$ cat config.mk
export PLATFORM = sky130hd
export DESIGN_NAME = tmul_result_collector
export DESIGN_NICKNAME = d
export VERILOG_FILES = /design/src/rtl/tmul_result_collector.sv
export SDC_FILE = /design/constraint.sdc
export NUM_CORES = 2
export LEC_CHECK = 0
export BUFFER_PORTS_ARGS = -buffer_cell sky130_fd_sc_hd__buf_4
export CAP_MARGIN = 20
export CORE_MARGIN = 2
export CORE_UTILIZATION = 50
export DETAILED_ROUTE_END_ITERATION = 8
export PLACE_DENSITY = 0.73
export SLEW_MARGIN = 5
export SYNTH_ARGS = -nofsm -noshare
export SYNTH_HDL_FRONTEND = slang
export SYNTH_SLANG_ARGS = --single-unit
$ cat constraint.sdc
create_clock -name clk -period 60.6 [get_ports clk]
set_input_delay 12.12 -clock clk [delete_from_list [all_inputs] [get_ports clk]]
set_output_delay 12.12 -clock clk [all_outputs]
set_load 0.1 [all_outputs]
$ cat src/rtl/tmul_result_collector.sv
// Tags the FMA result stream with a delay-matched issue strobe and packs LANES valid results per tile.
// Latency: tile_valid rises after the edge that captures the LANES-th result (queue empty). Backpressure: 2-entry queue; a push into a full, non-popping queue drops the tile and sets sticky ovf.
// Optional per-lane parity output when TMUL_COLLECT_PARITY_EN is defined.
module tmul_result_collector #(
    parameter int LAT   = 1,
    parameter int LANES = 4,
    parameter int W     = 64,
    localparam int CW   = $clog2(LANES + 1)
) (
    input  logic               clk,
    input  logic               rst,
    input  logic               issue_valid,
    input  logic [W-1:0]       fma_out,
    input  logic               flush,
    output logic               tile_valid,
    input  logic               tile_ready,
    output logic [LANES*W-1:0] tile_data,
    output logic [CW-1:0]      tile_lanes,
`ifdef TMUL_COLLECT_PARITY_EN
    output logic [LANES-1:0]   tile_parity,
`endif
    output logic               ovf,
    input  logic               clr_ovf
);
    localparam int IW = $clog2(LANES);

    typedef struct packed {
        logic [LANES-1:0][W-1:0] dat;
        logic [CW-1:0]           lanes;
`ifdef TMUL_COLLECT_PARITY_EN
        logic [LANES-1:0]        par;
`endif
    } ent_t;

    typedef enum logic [1:0] {Q_EMPTY, Q_ONE, Q_TWO} q_state_t;

    logic [LAT-1:0]          vpipe;
    logic                    vin;
    logic [IW-1:0]           idx;
    logic [LANES-1:0][W-1:0] pack;
    logic [LANES-1:0][W-1:0] cand;
    logic                    push;
    logic                    pop;
    logic                    accept;
    logic                    drop;
    ent_t                    new_ent;
    ent_t                    head;
    ent_t                    tail;
    q_state_t                state;
    q_state_t                state_nxt;

    always_ff @(posedge clk or posedge rst) begin
        if (rst) begin
            vpipe <= '0;
        end else begin
            vpipe[0] <= issue_valid;
            for (int i = 1; i < LAT; i++) vpipe[i] <= vpipe[i-1];
        end
    end

    assign vin = vpipe[LAT-1];

    // The tile being pushed already includes a same-cycle result; unfilled lanes stay zero.
    always_comb begin
        cand = pack;
        if (vin) cand[idx] = fma_out;
        push = (vin && (idx == IW'(LANES - 1))) || (flush && ((idx != '0) || vin));
        new_ent       = '0;
        new_ent.dat   = cand;
        new_ent.lanes = CW'(idx) + CW'(vin);
`ifdef TMUL_COLLECT_PARITY_EN
        for (int l = 0; l < LANES; l++) new_ent.par[l] = ^cand[l];
`endif
    end

    always_ff @(posedge clk or posedge rst) begin
        if (rst) begin
            pack <= '0;
            idx  <= '0;
        end else if (push) begin
            pack <= '0;
            idx  <= '0;
        end else if (vin) begin
            pack[idx] <= fma_out;
            idx       <= idx + IW'(1);
        end
    end

    assign pop    = (state != Q_EMPTY) && tile_ready;
    assign accept = push && ((state != Q_TWO) || pop);
    assign drop   = push && !accept;

    always_ff @(posedge clk or posedge rst) begin
        if (rst) state <= Q_EMPTY;
        else     state <= state_nxt;
    end

    always_comb begin
        state_nxt = state;
        case (state)
            Q_EMPTY: if (accept) state_nxt = Q_ONE;
            Q_ONE: begin
                if (accept && !pop)      state_nxt = Q_TWO;
                else if (pop && !accept) state_nxt = Q_EMPTY;
            end
            Q_TWO:   if (pop && !accept) state_nxt = Q_ONE;
            default: state_nxt = Q_EMPTY;
        endcase
    end

    always_comb begin
        tile_valid = (state != Q_EMPTY);
        tile_data  = tile_valid ? head.dat : '0;
        tile_lanes = tile_valid ? head.lanes : '0;
`ifdef TMUL_COLLECT_PARITY_EN
        tile_parity = tile_valid ? head.par : '0;
`endif
    end

    // head is the oldest entry; tail only holds data in Q_TWO.
    always_ff @(posedge clk or posedge rst) begin
        if (rst) begin
            head <= '0;
            tail <= '0;
        end else begin
            case (state)
                Q_EMPTY: if (accept) head <= new_ent;
                Q_ONE: begin
                    if (accept && pop) head <= new_ent;
                    else if (accept)   tail <= new_ent;
                end
                Q_TWO: begin
                    if (pop) head <= tail;
                    if (accept) tail <= new_ent;
                end
                default: ;
            endcase
        end
    end

    always_ff @(posedge clk or posedge rst) begin
        if (rst)          ovf <= 1'b0;
        else if (drop)    ovf <= 1'b1;
        else if (clr_ovf) ovf <= 1'b0;
    end
endmodule

==> reports/metrics.csv <==
metric;value;unit
status;finished clean;
async_reset_ff_share;100;%
wl_per_cell;17.7;um
synth_nets;3196;
overflow;0;
core_area;66900;um2
cts_buffer_depth;3;
finalSetupViolations;0;
htreeDepth;3;
yosys_warnings;0;
firstDrtPassIters;7;
drtIter0Drc;1708;
worst_path_largest_cell_delay;0.94;ns
root_buffer;clkbuf_16;
cp-startpoint;flush;
synth_top_area_share;58.0;%
grt_setup_unrepaired;no;
vias;22800;
rows;95;
clk_pin_slew;0.06;ns
synth_ff_type;dfrtp_1;
fin_crit;16.74;ns
worstReg2RegEnd;tail[56]$_DFFE_PP0P_;
hold_slack;0.495;ns
peakVddDrop;0.0000402;V
dieWidth;263;um
r2r_cells;12;
start_util;50.3;%
hold_class;register to register;
hpwlAfterDp;44.6;mm
maxCapViolCount;0;
cp.required;61.05;ns
syn_inst;3117;
ys_types;26;
fin_setup_tns;0;ns
finalPower;0.00233;W
ys_seq_area_share;58.0;%
die_h;263;um
clk_latency;0.62;ns
synth_edf_count;0;
syn_avg_cell_area;10.8;um2
slew_viol_final;0;
ios;331;
rrSetupSlack;54.71;ns
fin_nets;3419;
grt_max_degree;250;
powerDensity;59.7;nW/um2
detail-route-antenna-nets;0;
postCtsSetupRepairBufs;0;
viasPerCell;5.33;
critPathKind;primary input to register;
post-route-util;58.4;%
synthToLayoutAreaGrowth;16.2;%
place_congestion;0.748;
hold_end;head[159]$_DFFE_PP0P_;
track_usage;21.6;%
cts_tree;done;
drc;0;
power_leakage;20.0;nW
grt_pass1_vias;21700;
grt_pass1_wl;120;mm
min_path_cells;1;
hold_viol;0;
slew_headroom;18.6;%
post_cts_resized;0;
worst_setup_path_start_kind;primary input;
cp_slowest_cell;buf_4;
regToRegStartpoint;idx[0]$_DFFE_PP0P_;
wl;75.5;mm
path_cells;buf_4, o21ai_1, nand2_4, o21ai_0, inv_1, ha_1, or3b_1, a221oi_4, buf_4, buf_4, buf_4, a21oi_1;
dieArea;69400;um2
cp.arrival;17.20;ns
cpMostUsedCell;buf_4;
min_from;head[159]$_DFFE_PP0P_;
synth_top_area_cell;dfrtp_1;
min_period_over_period;27.6;%
antenna_found_initial;3;
antenna_cells;0;
io_buffers;330;
worstMarginPinSlew;1.22;ns
nFillCells;5486;
cts_hold_buf;0;
endpoint_kind;register;
ys_ff_latch;780;
clock-sinks;780;
critPathMaxFanout;110;
achievable-frequency;59.7;MHz
synth_area_leaders;dfrtp_1, mux2_2, mux2i_1;
syn_area;33600;um2
fin_worst_skew;0.0205;ns
drive_gt1_share;22.5;%
cts_buffers;80;
[logic make-up (layout without fill, tap and decap cells)]
family / count (synthesis) / after routing / share of synthesized area [%]
flops: 780 / 780 / 58.0
fa+ha+maj: 9 / 9 / 0.335
buf+inv: 233 / 515 / 3.55
compound gates: 522 / 522 / 7.86
mux: 519 / 519 / 16.4
simple gates: 1053 / 1053 / 13.8
xor+xnor: 1 / 1 / 0.0260
[critical path, delay by kind of cell]
family                   cells  cell delay [ns]
AO/OA/AOI/OAI                4             1.22
AND/OR/NAND/NOR              2             0.96
buffers and inverters        5             2.56
adder cells (fa/ha/maj)      1             0.22
[routing by layer]
layer / vias up / wire length, um / global-route usage (%)
met1: 11400 / 34400 / 30.8
met2: 477 / 36000 / 34.3
met3: 85 / 3780 / 3.76
met4: 2 / 1370 / 5.78
li1: 10800 / - / -
met5: - / 13 / 0
[where the power goes]
group	internal (W)	switching (W)
Sequential	0.000723	0.0000994
Combinational	0.000322	0.000704
Clock	0.000286	0.000199
[cells in the mapped netlist (3+ instances only)]
master and instances:
a21oi_1 258, and2_1 259, buf_1 3, buf_2 76
buf_4 12, buf_6 24, clkbuf_1 110, dfrtp_1 780
ha_1 9, inv_1 8, mux2_2 262, mux2i_1 257
nand2_1 272, nor2_1 514, o21ai_0 261
[cells in the final DEF, fill, tap and decap left out, drive strengths merged, types with 9 or more instances in the layout]
master and count:
dfrtp 780, nor2 514, buf 366, nand2 272, mux2 262, o21ai 262
and2 259, a21oi 258, mux2i 257, clkbuf 119, clkinv 15, inv 12
ha 9
[how the worst max path moves through the flow]
stage / to / slack [ns]
finish: tail[56]$_DFFE_PP0P_ / 43.86
global route: tail[115]$_DFFE_PP0P_ / 43.36
CTS: head[53]$_DFFE_PP0P_ / 43.78
detailed placement: head[107]$_DFFE_PP0P_ / 43.16
global placement: head[118]$_DFFE_PP0P_ / 43.25
floorplan: head[0]$_DFFE_PP0P_ / 26.58
[registers in the layout, summed over array words and instances (netlist names)]
| name | cells |
|---|---|
| head | 259 |
| tail | 259 |
| pack | 256 |
| idx | 2 |
| state | 2 |
| ovf | 1 |
| vin | 1 |
[per-stage QoR]
stage / setup WS (ns) / cell area, um2 / std cells
3_3_place_gp: 43.25 / 36300 / 4126
3_5_place_dp: 43.16 / 36300 / 4126
4_1_cts: 43.78 / 39000 / 4267
5_1_grt: 43.36 / 39100 / 4272
2_1_floorplan: 26.58 / 33600 / 3117
6_report: 43.86 / 39100 / 4272
[area by class of cell]
class / instances / area, um2 / area share (%)
flip-flops and latches: 780 / 19500 / 49.9
multi-input cells: 2104 / 13000 / 33.2
repair buffers: 366 / 2860 / 7.32
clock buffers: 119 / 2430 / 6.22
well taps: 873 / 1090 / 2.79
clock inverters: 22 / 178 / 0.454
inverters: 8 / 37.5 / 0.0960
(Power assumes the default switching activity.)
